`src/rtl/imem_program_encoder_if.sv`:
```
// Instruction-beat handshake and IMEM write-port bundle for imem_program_encoder.
// The master drives symbolic beats and observes the IMEM write port; the slave is
// the encoder itself.
interface imem_program_encoder_if #(
    parameter int ADDR_W = 8
);
    // Symbolic instruction beat channel
    logic              in_valid;
    logic              in_ready;
    logic [3:0]        in_kind;
    logic [4:0]        in_rs;
    logic [4:0]        in_rt;
    logic [4:0]        in_rd;
    logic [5:0]        in_funct;
    logic [15:0]       in_imm;
    logic [25:0]       in_target;
    logic              in_last;

    // Instruction-memory write port
    logic              imem_we;
    logic [ADDR_W-1:0] imem_addr;
    logic [31:0]       imem_wdata;

    modport master (
        output in_valid,
        output in_kind,
        output in_rs,
        output in_rt,
        output in_rd,
        output in_funct,
        output in_imm,
        output in_target,
        output in_last,
        input  in_ready,
        input  imem_we,
        input  imem_addr,
        input  imem_wdata
    );

    modport slave (
        input  in_valid,
        input  in_kind,
        input  in_rs,
        input  in_rt,
        input  in_rd,
        input  in_funct,
        input  in_imm,
        input  in_target,
        input  in_last,
        output in_ready,
        output imem_we,
        output imem_addr,
        output imem_wdata
    );
endinterface

```
`src/rtl/imem_program_encoder.sv`:
```
// imem_program_encoder: packs symbolic instruction beats into 32-bit MIPS words and
// writes them sequentially into IMEM starting at a programmable base address.
// Optional build macro IMEM_ENC_FUNCT_CHECK_EN: when defined, R-type beats whose
// funct is not ADD/SUB/AND/OR/XOR/SLT are rejected as illegal.
module imem_program_encoder #(
    parameter int ADDR_W = 8
) (
    input  logic              clk,
    input  logic              rst_n,
    input  logic              start,
    input  logic [ADDR_W-1:0] base_addr,
    imem_program_encoder_if.slave bus,
    output logic              busy,
    output logic              done,
    output logic              err,
    output logic [1:0]        err_code,
    output logic [ADDR_W:0]   word_count
);

    typedef enum logic [1:0] {
        S_IDLE = 2'd0,
        S_LOAD = 2'd1,
        S_DONE = 2'd2,
        S_ERR  = 2'd3
    } state_e;

    typedef enum logic [3:0] {
        K_R    = 4'd0,
        K_J    = 4'd1,
        K_BEQ  = 4'd2,
        K_ADDI = 4'd3,
        K_SLTI = 4'd4,
        K_ANDI = 4'd5,
        K_ORI  = 4'd6,
        K_XORI = 4'd7,
        K_LW   = 4'd8,
        K_SW   = 4'd9
    } kind_e;

    localparam logic [5:0] OP_R    = 6'b000000;
    localparam logic [5:0] OP_J    = 6'b000010;
    localparam logic [5:0] OP_BEQ  = 6'b000100;
    localparam logic [5:0] OP_ADDI = 6'b001000;
    localparam logic [5:0] OP_SLTI = 6'b001010;
    localparam logic [5:0] OP_ANDI = 6'b001100;
    localparam logic [5:0] OP_ORI  = 6'b001101;
    localparam logic [5:0] OP_XORI = 6'b001110;
    localparam logic [5:0] OP_LW   = 6'b100011;
    localparam logic [5:0] OP_SW   = 6'b101011;

    localparam logic [1:0] ERR_NONE     = 2'd0;
    localparam logic [1:0] ERR_ILLEGAL  = 2'd1;
    localparam logic [1:0] ERR_OVERFLOW = 2'd2;

    localparam logic [ADDR_W-1:0] PTR_INC = 1;
    localparam logic [ADDR_W:0]   WC_INC  = 1;

    state_e              state_q, state_d;
    logic [ADDR_W-1:0]   ptr_q, ptr_d;
    logic [ADDR_W:0]     word_count_q, word_count_d;
    logic [1:0]          err_code_q, err_code_d;
    logic                imem_we_q, imem_we_d;
    logic [ADDR_W-1:0]   imem_addr_q, imem_addr_d;
    logic [31:0]         imem_wdata_q, imem_wdata_d;

    logic                enc_legal;
    logic [31:0]         enc_word;
    logic [5:0]          i_op;

    // Encode the current beat and flag kinds (or functs) that have no encoding
    always_comb begin
        enc_legal = 1'b1;
        enc_word  = '0;
        i_op      = OP_ADDI;
        case (bus.in_kind)
            K_R: begin
                enc_word = {OP_R, bus.in_rs, bus.in_rt, bus.in_rd, 5'b00000, bus.in_funct};
`ifdef IMEM_ENC_FUNCT_CHECK_EN
                case (bus.in_funct)
                    6'b100000, 6'b100010, 6'b100100,
                    6'b100101, 6'b100110, 6'b101010: begin
                        enc_legal = 1'b1;
                    end
                    default: begin
                        enc_legal = 1'b0;
                    end
                endcase
`endif
            end
            K_J: begin
                enc_word = {OP_J, bus.in_target};
            end
            K_BEQ, K_ADDI, K_SLTI, K_ANDI, K_ORI, K_XORI, K_LW, K_SW: begin
                case (bus.in_kind)
                    K_BEQ:   i_op = OP_BEQ;
                    K_ADDI:  i_op = OP_ADDI;
                    K_SLTI:  i_op = OP_SLTI;
                    K_ANDI:  i_op = OP_ANDI;
                    K_ORI:   i_op = OP_ORI;
                    K_XORI:  i_op = OP_XORI;
                    K_LW:    i_op = OP_LW;
                    default: i_op = OP_SW;
                endcase
                enc_word = {i_op, bus.in_rs, bus.in_rt, bus.in_imm};
            end
            default: begin
                enc_legal = 1'b0;
            end
        endcase
    end

    // Next-state logic: load control, write-port update and error capture
    always_comb begin
        state_d      = state_q;
        ptr_d        = ptr_q;
        word_count_d = word_count_q;
        err_code_d   = err_code_q;
        imem_we_d    = 1'b0;
        imem_addr_d  = imem_addr_q;
        imem_wdata_d = imem_wdata_q;
        case (state_q)
            S_LOAD: begin
                if (bus.in_valid) begin
                    if (!enc_legal) begin
                        err_code_d = ERR_ILLEGAL;
                        state_d    = S_ERR;
                    end else begin
                        imem_we_d    = 1'b1;
                        imem_addr_d  = ptr_q;
                        imem_wdata_d = enc_word;
                        word_count_d = word_count_q + WC_INC;
                        // The top word is still written; only a further beat would overflow,
                        // so ptr is parked there instead of wrapping.
                        if (ptr_q != '1) begin
                            ptr_d = ptr_q + PTR_INC;
                        end
                        if (bus.in_last) begin
                            state_d = S_DONE;
                        end else if (ptr_q == '1) begin
                            err_code_d = ERR_OVERFLOW;
                            state_d    = S_ERR;
                        end
                    end
                end
            end
            default: begin
                // IDLE, DONE and ERR all re-arm on start; beats are not accepted here
                if (start) begin
                    ptr_d        = base_addr;
                    word_count_d = '0;
                    err_code_d   = ERR_NONE;
                    state_d      = S_LOAD;
                end
            end
        endcase
    end

    // State and output registers with asynchronous active-low clear
    always_ff @(posedge clk or negedge rst_n) begin
        if (!rst_n) begin
            state_q      <= S_IDLE;
            ptr_q        <= '0;
            word_count_q <= '0;
            err_code_q   <= '0;
            imem_we_q    <= 1'b0;
            imem_addr_q  <= '0;
            imem_wdata_q <= '0;
        end else begin
            state_q      <= state_d;
            ptr_q        <= ptr_d;
            word_count_q <= word_count_d;
            err_code_q   <= err_code_d;
            imem_we_q    <= imem_we_d;
            imem_addr_q  <= imem_addr_d;
            imem_wdata_q <= imem_wdata_d;
        end
    end

    assign bus.in_ready   = (state_q == S_LOAD);
    assign bus.imem_we    = imem_we_q;
    assign bus.imem_addr  = imem_addr_q;
    assign bus.imem_wdata = imem_wdata_q;

    assign busy       = (state_q == S_LOAD);
    assign done       = (state_q == S_DONE);
    assign err        = (state_q == S_ERR);
    assign err_code   = err_code_q;
    assign word_count = word_count_q;

endmodule

```
`src/flat_wrapper.sv`:
```
// flat-port wrapper written by rule: the top's interface ports become plain ports
module imem_program_encoder_flat 
#(
    parameter int ADDR_W = 8
)
  (clk, rst_n, start, base_addr, busy, done, err, err_code, word_count, bus_in_valid, bus_in_kind, bus_in_rs, bus_in_rt, bus_in_rd, bus_in_funct, bus_in_imm, bus_in_target, bus_in_last, bus_in_ready, bus_imem_we, bus_imem_addr, bus_imem_wdata);
  imem_program_encoder_if #(.ADDR_W(ADDR_W)) bus_i ();
  input  logic clk;
  input  logic rst_n;
  input  logic start;
  input  logic [ADDR_W-1:0] base_addr;
  output logic busy;
  output logic done;
  output logic err;
  output logic [1:0] err_code;
  output logic [ADDR_W:0] word_count;
  input wire logic [$bits(bus_i.in_valid)-1:0] bus_in_valid;
  input wire logic [$bits(bus_i.in_kind)-1:0] bus_in_kind;
  input wire logic [$bits(bus_i.in_rs)-1:0] bus_in_rs;
  input wire logic [$bits(bus_i.in_rt)-1:0] bus_in_rt;
  input wire logic [$bits(bus_i.in_rd)-1:0] bus_in_rd;
  input wire logic [$bits(bus_i.in_funct)-1:0] bus_in_funct;
  input wire logic [$bits(bus_i.in_imm)-1:0] bus_in_imm;
  input wire logic [$bits(bus_i.in_target)-1:0] bus_in_target;
  input wire logic [$bits(bus_i.in_last)-1:0] bus_in_last;
  output wire logic [$bits(bus_i.in_ready)-1:0] bus_in_ready;
  output wire logic [$bits(bus_i.imem_we)-1:0] bus_imem_we;
  output wire logic [$bits(bus_i.imem_addr)-1:0] bus_imem_addr;
  output wire logic [$bits(bus_i.imem_wdata)-1:0] bus_imem_wdata;
  assign bus_i.in_valid = bus_in_valid;
  assign bus_i.in_kind = bus_in_kind;
  assign bus_i.in_rs = bus_in_rs;
  assign bus_i.in_rt = bus_in_rt;
  assign bus_i.in_rd = bus_in_rd;
  assign bus_i.in_funct = bus_in_funct;
  assign bus_i.in_imm = bus_in_imm;
  assign bus_i.in_target = bus_in_target;
  assign bus_i.in_last = bus_in_last;
  assign bus_in_ready = bus_i.in_ready;
  assign bus_imem_we = bus_i.imem_we;
  assign bus_imem_addr = bus_i.imem_addr;
  assign bus_imem_wdata = bus_i.imem_wdata;
  imem_program_encoder #(.ADDR_W(ADDR_W)) u_core (.clk(clk), .rst_n(rst_n), .start(start), .base_addr(base_addr), .bus(bus_i), .busy(busy), .done(done), .err(err), .err_code(err_code), .word_count(word_count));
endmodule
```
`config.mk`:
```
export PLATFORM = sky130hd
export DESIGN_NAME = imem_program_encoder_flat
export DESIGN_NICKNAME = d
export VERILOG_FILES = /design/src/rtl/imem_program_encoder_if.sv /design/src/rtl/imem_program_encoder.sv /design/src/flat_wrapper.sv
export SDC_FILE = /design/constraint.sdc
export NUM_CORES = 1
export LEC_CHECK = 0
export BUFFER_PORTS_ARGS = -buffer_cell sky130_fd_sc_hd__buf_2
export CAP_MARGIN = 20
export CORE_ASPECT_RATIO = 0.7
export CORE_UTILIZATION = 49
export DETAILED_ROUTE_END_ITERATION = 6
export GPL_TIMING_DRIVEN = 0
export PLACE_DENSITY_LB_ADDON = 0.12
export SLEW_MARGIN = 15
export SYNTH_ARGS = -nofsm -noshare
export SYNTH_HDL_FRONTEND = slang
export SYNTH_SLANG_ARGS = --single-unit
```
`constraint.sdc`:
```
create_clock -name clk -period 1.9 [get_ports clk]
set_clock_uncertainty 0.05 [all_clocks]
set_input_delay 0.19 -clock clk [delete_from_list [all_inputs] [get_ports clk]]
set_output_delay 0.19 -clock clk [all_outputs]
set_load 0.005 [all_outputs]
```
==> Yosys cells after proc, flatten, opt, wreduce, memory -nomap -nowiden <==
Cells that the tools add are included.
{ "op_classes": {"n_reduce_logical": 9, "n_eq_ne": 20, "add_sub_neg": 2, "n_mux": 27} }
{ "ops": {"columns": ["cell", "n"], "rows": [
  ["$pmux W32 S3", 1],
  ["$pmux W6 S7", 1],
  ["$mux W8", 5],
  ["$mux W9", 4],
  ["$mux W2", 12],
  ["$eq A4 B3 Y1 const B", 4],
  ["$reduce_or A10 Y1", 1],
  ["$add A9 B1 Y9 const B", 1],
  ["$reduce_and A3 Y1", 3],
  ["$add A8 B1 Y8 const B", 1],
  ["$eq A4 B2 Y1 const B", 2],
  ["$eq A4 B4 Y1 const B", 2],
  ["$eq A8 B8 Y1 const B", 1],
  ["$ne A8 B8 Y1 const B", 1],
  ["$reduce_and A4 Y1", 2],
  ["$reduce_or A8 Y1", 1],
  ["$ne A3 B3 Y1 const B", 2],
  ["$eq A2 B2 Y1 const B", 2],
  ["$eq A4 B1 Y1 const B", 1],
  ["$logic_not A4 Y1", 1],
  ["$mux W1", 4],
  ["$ne A2 B1 Y1 const B", 2],
  ["$ne A4 B4 Y1 const B", 1],
  ["$eq A2 B1 Y1 const B", 1],
  ["other kinds (2)", 2]
]} }
{ "totals": {"output_inout_bits": 56, "elab_cells": 65, "regBits": 62, "in_bits": 80} }

==> Longest topological paths before layout <==
Gate-level depths: netlist of the first run.
{ "logic_depth": {"depth_word": 6, "ltp_mapped": 7, "depth_no_buf": 5} }

==> Worst setup path before layout of the first run <==
Ideal clock, no wire load.
{ "synth_timing": {"kind": "reg-to-reg", "start": "register u_core.ptr_q[0]", "end": "register u_core.ptr_q[2]", "setup_ns": 0.127, "stages_incl_launch_ff": 6, "synth_period_minus_slack_ns": 1.579, "path_slack_ns": 0.321, "t_required_ns": 1.723, "arrival_ns": 1.402, "n_path_buf": 0, "cell_sequence": "dfrtp_1 > ha_1 > nand4_2 > o211ai_4 > a21oi_1 > o2bb2a_1"} }
{ "synth_between": {"elab_chain_len": 5, "word_cells_on_any_way": 8, "cone_classes": "add/sub: 1; eq/ne: 2; mux: 4; reduce/logical: 1"} }
{ "synth_rtl": {"columns": ["element", "line", "source"], "rows": [
  ["from (decl)", "imem_program_encoder.sv:59", "logic [ADDR_W-1:0] ptr_q, ptr_d;"],
  ["from (signal assigned)", "imem_program_encoder.sv:170", "ptr_q <= ptr_d;"],
  ["$add A8 B1 Y8", "imem_program_encoder.sv:135", "ptr_d = ptr_q + PTR_INC;"],
  ["$mux W8", "imem_program_encoder.sv:134", "if (ptr_q != '1) begin"],
  ["$mux W8", "imem_program_encoder.sv:124", "if (!enc_legal) begin"],
  ["$mux W8", "imem_program_encoder.sv:123", "if (bus.in_valid) begin"],
  ["$mux W8", "imem_program_encoder.sv:121", "case (state_q)"]
]} }
Several ways; a longest one is shown, not always the timed one. The select of a mux whose other input is x is not followed.
A chain may end at the register's enable or synchronous reset.

==> Worst setup path after layout of the first run <==
{ "layout_timing": {"start": "register u_core.ptr_q[0]", "end": "register u_core.ptr_q[4]"} }
Same word-level chain as after synthesis.

==> results of run 1 <==
layout make-up:
class / count / share of cell area
Clock inverter: 4 / 0.0107
Tap cell: 94 / 0.0264
Buffer: 30 / 0.0483
Sequential cell: 61 / 0.343
Timing Repair Buffer: 136 / 0.156
Inverter: 5 / 0.00562
Multi-Input combinational cell: 268 / 0.378
Clock buffer: 12 / 0.0326
stage by stage:
stage          worst slack, ns  std cells  hold slack (ns)  setup TNS (ns)  utilization
2_1_floorplan            0.321        363           -0.156               0            -
3_3_place_gp            0.0684        590            0.379               0        0.623
3_5_place_dp            0.0284        590            0.265               0        0.623
4_1_cts                0.00764        607           0.0307               0        0.654
5_1_grt              -0.000630        610           0.0426       -0.000630        0.659
6_report                0.0513        610           0.0471               0        0.659
routing by layer:
| metal | track usage | vias to the layer above | share of wire |
|---|---|---|---|
| met4 | 0.0698 | 0 | 0.0087 |
| met1 | 0.388 | 1573 | 0.47 |
| li1 | - | 1607 | - |
| met5 | 0 | - | 0 |
| met3 | 0.0723 | 11 | 0.089 |
| met2 | 0.393 | 158 | 0.43 |
cell usage in the layout (no fill, tap or decap), drive strengths merged, types with 4 or more instances in the layout:
cell	count
a21oi	11
dfrtp	61
nand2	60
xnor2	5
nor2	48
inv	4
o2bb2a	5
nor2b	9
nor3	4
clkbuf	16
buf	161
a221oi	10
a211oi	11
o22ai	4
o21ai	27
nand3	11
o32a	11
a32oi	5
mux2i	4
sequential cells by signal, indices dropped and copies added, names as in the netlist:
name                   count
u_core.bus.imem_wdata     31
u_core.word_count          9
u_core.bus.imem_addr       8
u_core.ptr_q               8
u_core.err_code            2
u_core.state_q             2
u_core.bus.imem_we         1
worst max-delay path, cell delays in order, from the launching register on:
cell and delay (ns):
dfrtp_2 0.43, ha_1 0.27, nand4_2 0.22, o211ai_2 0.35
a21oi_1 0.12, o2bb2a_1 0.30
worst paths after layout:
check                                               start                        end  slack [ns]  cells after the start
worst max-delay path                      u_core.ptr_q[0]            u_core.ptr_q[4]        0.05                      5
worst min-delay path                         base_addr[0]            u_core.ptr_q[0]        0.05                      3
worst max register to register            u_core.ptr_q[0]            u_core.ptr_q[4]        0.05                      5
worst min register to register  u_core.bus.imem_wdata[29]  u_core.bus.imem_wdata[29]        0.42                      2
max in group asynchronous                           rst_n            u_core.ptr_q[0]        0.83                      2
min in group asynchronous                           rst_n         u_core.err_code[0]        0.44                      2
what timing repair did:
action,CTS,global route
hold buffers,1,0
setup endpoints to repair,2,9
pin swaps,0,1
resized for setup,2,4
gates cloned,0,1
endpoints found under the hold margin,61,0
buffers inserted,0,2
kinds of logic after synthesis:
family	Yosys count	synth area share
and+or+nand+nor	154	0.217
AOI/OAI and AO/OA	100	0.235
DFF	61	0.446
buffers and inverters	35	0.0665
xor gates and xnor gates	6	0.0153
muxes	4	0.0117
adders and majority gates	2	0.00731
other	1	0.00110
where the power goes:
group	total [mW]	internal [mW]	switching, mW
Sequential	2.06	1.72	0.340
Clock	1.14	0.638	0.497
Combinational	1.60	0.741	0.859
==> results.yml, run 1 <==
outcome:
  status: "completed"
sta:
  finalSetupViolations: 0
  drv_slew: 0
  fin_crit_sh: 0.973
  finalCriticalPeriod_ns: 1.85
  max_slew_margin: 0.482
  worstMarginPinSlew_ns: 0.777
  hold_violations: 0
  fmax_mhz: 541
finish:
  register_area_um2: 1530
  fillers: 602
  syn_to_final_growth_pct: 30.1
  antennaDiodeCount: 0
  fin_area_um2: 4450
  multi_input_area_um2: 1680
  finish.net_count: 593
  layout-drive-gt1-share: 0.391
logic_synthesis:
  syn-num-nets: 445
  ys_top_cells_by_count: "dfrtp_1 (61), nand2_1 (58), nor2_1 (46), o21ai_1 (14), o21ai_0 (12)"
  ys_warn_count: 0
  avgSynthCellArea_um2: 9.43
  ys_ff_latch: 61
  yosys.area.top_type: "dfrtp_1"
  dominantRegCellSynth: "dfrtp_1"
  synthCells: 363
  yosysSeqAreaShare: 0.446
  synth_top_cell_area_share: 0.446
  syn-cell-area_um2: 3420
  synth_area_leaders: "dfrtp_1 (45%), nand2_1 (6.4%), nor2_1 (5.0%)"
  synth.distinct_cells: 56
  ys_async_sr_fraction: 1.00
  synth.most_common_cell: "dfrtp_1"
  synth_edf_count: 0
detailed_routing:
  first_pass_iters: 5
  ant_nets: 0
  wl_per_cell_um: 15.9
  vias_per_cell: 5.49
  vias: 3349
  drt-total-wl_mm: 9.68
  drc: 0
  drt_first_iter_violations: 201
floorplan:
  die_w_um: 102
  coreArea_um2: 6760
  core.rowCount: 25
  ios: 136
  fp.dieH_um: 71.9
  die_area_um2: 7330
  start_util: 0.507
global_route:
  grt_pass1_wl_mm: 14.8
  grt_usage: 0.266
  grt_pass1_vias: 2981
  antenna_found_initial: 0
  grt_max_degree: 62
  gr-total-overflow: 0
job:
  cap_viol_max_count: 0
placement:
  portBuffers: 133
  place.gp.congestion: 0.895
  place_area_um2: 4210
  hpwl_mm: 7.10
min_path:
  holdCritPathClass: "in -> reg"
setup_path:
  worstPathRequired_ns: 2.07
  critical_path_arrival_ns: 2.01
  start_kind: "flip-flop"
  path_class: "reg -> reg"
  endpoint_kind: "flip-flop"
  worstPathMaxFanout: 6
cts:
  clk_path_buf_depth: 2
  clkTransAtPathRegs_ns: 0.07
  cts_buffers: 9
  cts.root.buffer_cell: "clkbuf_8"
  clkSinkCount: 61
  ctsHtreeMaxLevel: 3
  clk_latency_ns: 0.33
  cts_tree: "done"
power_and_ir_drop:
  powerDensity_nw_per_um2: 1080
  power_mw: 4.80
  power.leakage_nw: 2.14
  ir_worst_vdd_v: 0.000633
Power figures use the tool's default switching activity.
==> run 2, diff against run 1 <==
- CORE_ASPECT_RATIO: 0.7 -> default
- CORE_UTILIZATION: 49 -> 45
==> run 2 against run 1 <==
Net effect: non-clock buffer count unchanged; via count down 1.3%; flip-flop and latch count unchanged; die area up 8.6%; critical path depth up 1; register-to-register slack better by 0.08 ns; hold slack worse by 0.0027 ns; total power up 0.92%; worst setup slack better by 0.063 ns.
==> results.yml, run 2 (synthesis gave the netlist of run 1 again) <==
sta:
  worstMarginPinSlew_ns: 0.552
  hold_violations: 0
  finalSetupViolations: 0
  drv_slew: 0
  setup_ws_ns: 0.114
  fmax_mhz: 560
  fin_crit_sh: 0.940
  finalCriticalPeriod_ns: 1.79
  holdWs_ns: 0.0444
  max_slew_margin: 0.632
setup_path:
  worstPathRequired_ns: 1.66
  cp_cell_sequence: "nand2b_1 -> clkbuf_4 -> inv_4 -> buf_6 -> buf_4 -> buf_2"
  endpoint_kind: "output port"
  path_class: "reg -> out"
  crit_path_max_incr_delay_ns: 0.40
  crit_slowest_cell: "dfrtp_1"
  cp.buffers_inverters: 5
  cp_top_family: "buffers and inverters"
  worstPathMaxFanout: 11
  critical_path_arrival_ns: 1.55
  start_kind: "flip-flop"
cts:
  cts_buffers: 9
  ctsHtreeMaxLevel: 3
  cts_tree: "done"
  cts.root.buffer_cell: "clkbuf_8"
  clk_latency_ns: 0.34
  clkSinkCount: 61
  clkTransAtPathRegs_ns: 0.07
  clk_path_buf_depth: 2
global_route:
  antenna_found_initial: 0
  grt-busiest-layer: "met2"
  gr-total-overflow: 0
  grt.met3_usage: 0.0471
  grt_usage: 0.241
  met2_usage: 0.404
  grt_pass1_wl_mm: 14.4
  grt_pass1_vias: 3027
  grt_max_degree: 59
  grt.met1_usage: 0.311
finish:
  layout-drive-gt1-share: 0.388
  final_common_cell: "buf_2"
  finish.net_count: 592
  register_area_um2: 1530
  finalNonFillerCells: 614
  largest_reg_flops: 31
  antennaDiodeCount: 0
  multi_input_area_um2: 1670
  fillers: 678
  final_cell_mix: "buf_2 (141), dfrtp_1 (61), nand2_1 (58)"
  syn_to_final_growth_pct: 30.9
detailed_routing:
  drc: 0
  vias_per_cell: 5.38
  first_pass_iters: 4
  drt_first_iter_violations: 115
  drt-total-wl_mm: 9.32
  ant_nets: 0
  wl_per_cell_um: 15.2
  vias: 3305
placement:
  portBuffers: 133
  place.gp.congestion: 0.860
  dp_cells: 596
  hpwl_mm: 6.81
  dp_worst_setup_slack_ns: 0.0894
floorplan:
  die_area_um2: 7960
  start_util: 0.470
  ios: 136
  fp.dieH_um: 89.2
  core.rowCount: 31
  die_w_um: 89.2
  coreArea_um2: 7290
power_and_ir_drop:
  ir_worst_vdd_v: 0.000612
  power.leakage_nw: 2.15
  powerDensity_nw_per_um2: 1080
outcome:
  status: "completed"
min_path:
  holdCritPathClass: "in -> reg"
job:
  cap_viol_max_count: 0
==> run 2: worst reg2reg max path, stage by stage (launching register included) <==
cell	delay, ns
dfrtp_1	0.44
ha_1	0.28
nand4_2	0.16
o211ai_4	0.33
a21oi_1	0.11
o2bb2a_1	0.30
==> run 2: per-layer routing <==
| layer | part of all wire | vias up |
|---|---|---|
| met5 | 0 | - |
| met4 | 0.016 | 0 |
| met3 | 0.058 | 15 |
| met2 | 0.47 | 121 |
| met1 | 0.45 | 1569 |
| li1 | - | 1600 |
==> run 2: final cells by class <==
type,count,area share
multi-input combinational,267,0.373
sequential,61,0.340
timing repair buffer,136,0.159
buffer,30,0.0486
clock buffer,11,0.0293
tap,99,0.0276
clock inverter,5,0.0167
inverter,5,0.00558
==> run 2: what timing repair did <==
action                                  CTS  global route
buffers inserted                          0             1
hold buffers                              1             0
gates resized for setup                   2             4
endpoints found under the setup margin    2             9
endpoints found under the hold margin    61             0
pin swaps                                 0             1
==> run 2: final timing paths <==
check	startpoint	end	slack, ns	cells past startpoint
setup reg to reg	u_core.ptr_q[0]	u_core.ptr_q[4]	0.13	5
hold reg to reg	u_core.bus.imem_addr[2]	u_core.bus.imem_addr[2]	0.42	2
hold / removal	base_addr[0]	u_core.ptr_q[0]	0.04	3
min in group asynchronous	rst_n	u_core.bus.imem_wdata[22]	0.16	2
max in group asynchronous	rst_n	u_core.state_q[1]	1.15	3
setup / recovery	u_core.state_q[1]	busy	0.11	6
==> run 2: power breakdown <==
group          internal [mW]  switching (mW)
combinational          0.745           0.817
clock                  0.733           0.511
sequential              1.72           0.317
total                   3.20            1.64
==> run 2: per-stage QoR <==
| step | instance area, um^2 | setup TNS [ns] | total power [mW] | utilization |
|---|---|---|---|---|
| after floorplan | 3420 | 0 | 2.88 | - |
| after global placement | 4210 | 0 | 3.55 | 0.578 |
| after detailed placement | 4240 | 0 | 3.61 | 0.582 |
| after CTS | 4460 | 0 | 4.87 | 0.612 |
| after global routing | 4480 | -0.00629 | 5.20 | 0.615 |
| final | 4480 | 0 | 4.84 | 0.615 |
==> run 3, diff against run 2 <==
- HOLD_SLACK_MARGIN: default -> 0.06
==> run 3 against run 2 <==
Net effect: total power is 1.1% higher; maximum frequency is 0.37% lower; flip-flop and latch count did not move; largest cell class unchanged; highest routed layer unchanged.
==> results.yml, run 3 (synthesis gave the netlist of run 1 again) <==
global_route:
  antenna_found_initial: 0
  gr-total-overflow: 0
  grt_max_degree: 59
  grt_pass1_vias: 3197
  grt_pass1_wl_mm: 15.2
  grt_usage: 0.257
power_and_ir_drop:
  p_comb_frac: 0.330
  power.leakage_nw: 2.26
  power_mw: 4.90
  internal_power_mw: 3.23
  p_sw_frac: 0.340
  p_clk_frac: 0.254
  p_switching_mw: 1.66
  ir_worst_vdd_v: 0.000612
  seq_power_share: 0.416
  powerDensity_nw_per_um2: 1030
finish:
  finish.net_count: 618
  syn_to_final_growth_pct: 38.5
  finalNonFillerCells: 640
  final_common_cell: "buf_2"
  final_util: 0.650
  final_cell_mix: "buf_2 (141), dfrtp_1 (61), nand2_1 (58)"
  fillers: 642
  fin_area_um2: 4740
  layout-drive-gt1-share: 0.370
  antennaDiodeCount: 0
  largest_reg_flops: 31
floorplan:
  core.rowCount: 31
  start_util: 0.470
  fp.dieH_um: 89.2
  die_area_um2: 7960
  coreArea_um2: 7290
  ios: 136
  die_w_um: 89.2
sta:
  fin_crit_sh: 0.943
  drv_slew: 0
  max_slew_margin: 0.623
  hold_violations: 0
  finalCriticalPeriod_ns: 1.79
  worstMarginPinSlew_ns: 0.563
  setup_tns_ns: 0
  finalSetupViolations: 0
  fmax_mhz: 558
placement:
  place_area_um2: 4240
  hpwl_mm: 6.81
  portBuffers: 133
  dp_cells: 596
  place.gp.congestion: 0.860
setup_path:
  worstPathRequired_ns: 2.06
  worstPathMaxFanout: 10
  start_kind: "input pin"
  critical_path_arrival_ns: 1.95
  endpoint_kind: "flip-flop"
  path_class: "in -> reg"
  r2r_setup_slack_ns: 0.12
job:
  cap_viol_max_count: 0
cts:
  cts_tree: "done"
  clk_path_buf_depth: 2
  clkTransAtPathRegs_ns: 0.07
  cts.root.buffer_cell: "clkbuf_8"
  clkSinkCount: 61
  ctsHtreeMaxLevel: 3
  clk_latency_ns: 0.33
  cts_buffers: 9
detailed_routing:
  wl_per_cell_um: 15.6
  drt-total-wl_mm: 9.95
  vias: 3430
  first_pass_iters: 4
  drt_first_iter_violations: 103
  drc: 0
  vias_per_cell: 5.36
  ant_nets: 0
min_path:
  holdCritPathClass: "in -> reg"
outcome:
  status: "completed"
==> run 3: changes by cell type in the layout (fill, tap and decap cells not counted), sizes merged <==
cell / previous run / this run
dlygate4sd3: 1 / 27
==> run 3: layout make-up <==
cell class                      instances  area [um^2]  area share
Multi-Input combinational cell        267         1670       0.352
Sequential cell                        61         1530       0.322
Timing Repair Buffer                  162          973       0.205
Buffer                                 30          218      0.0459
Clock buffer                           11          131      0.0277
Tap cell                               99          124      0.0261
Clock inverter                          5         75.1      0.0158
Inverter                                5         25.0     0.00528
==> run 3: path summary, 6_finish.rpt <==
check	start	to	cells after the start
worst max-delay path	bus_in_valid	u_core.word_count[1]	9
worst min-delay path	bus_in_target[9]	u_core.bus.imem_wdata[9]	3
worst max register to register	u_core.ptr_q[0]	u_core.ptr_q[4]	5
worst min register to register	u_core.bus.imem_addr[2]	u_core.bus.imem_addr[2]	2
max in group asynchronous	rst_n	u_core.bus.imem_wdata[4]	3
min in group asynchronous	rst_n	u_core.bus.imem_wdata[22]	2
==> run 3: layer usage <==
layer / vias to the layer above / GRT usage / wire length [um]
li1: 1655 / - / -
met4: 0 / 0.114 / 187
met3: 17 / 0.0526 / 646
met1: 1609 / 0.326 / 4320
met2: 149 / 0.425 / 4800
met5: - / 0 / 0
==> run 3: critical path, cell delays in order <==
cell,delay (ns)
dlygate4sd3_1,0.53
buf_2,0.14
and3b_1,0.16
buf_4,0.17
nand2_2,0.14
clkinvlp_4,0.22
buf_2,0.25
nand2_1,0.08
o21ai_0,0.07
==> run 3: per-stage QoR <==
step / hold slack [ns] / worst slack, ns
floorplan: -0.156 / 0.321
global placement: 0.386 / 0.130
detailed placement: -0.0488 / 0.0894
CTS: 0.0637 / 0.0332
global route: 0.0677 / -0.00327
finish: 0.0835 / 0.108
==> run 3: power groups by stage <==
stage,Clock (mW),Sequential [mW],Combinational (mW)
floorplan,0,2.04,0.836
global placement,0,2.04,1.51
detailed placement,0,2.05,1.56
CTS,1.28,2.03,1.61
global route,1.34,2.10,1.82
finish,1.24,2.04,1.62
==> run 3: timing repair <==
action / in CTS / in global routing
setup endpoints to repair: 2 / 15
buffers inserted: 0 / 1
hold buffers: 27 / 0
endpoints found under the hold margin: 76 / 0
pin swaps: 0 / 1
resized for setup: 2 / 4
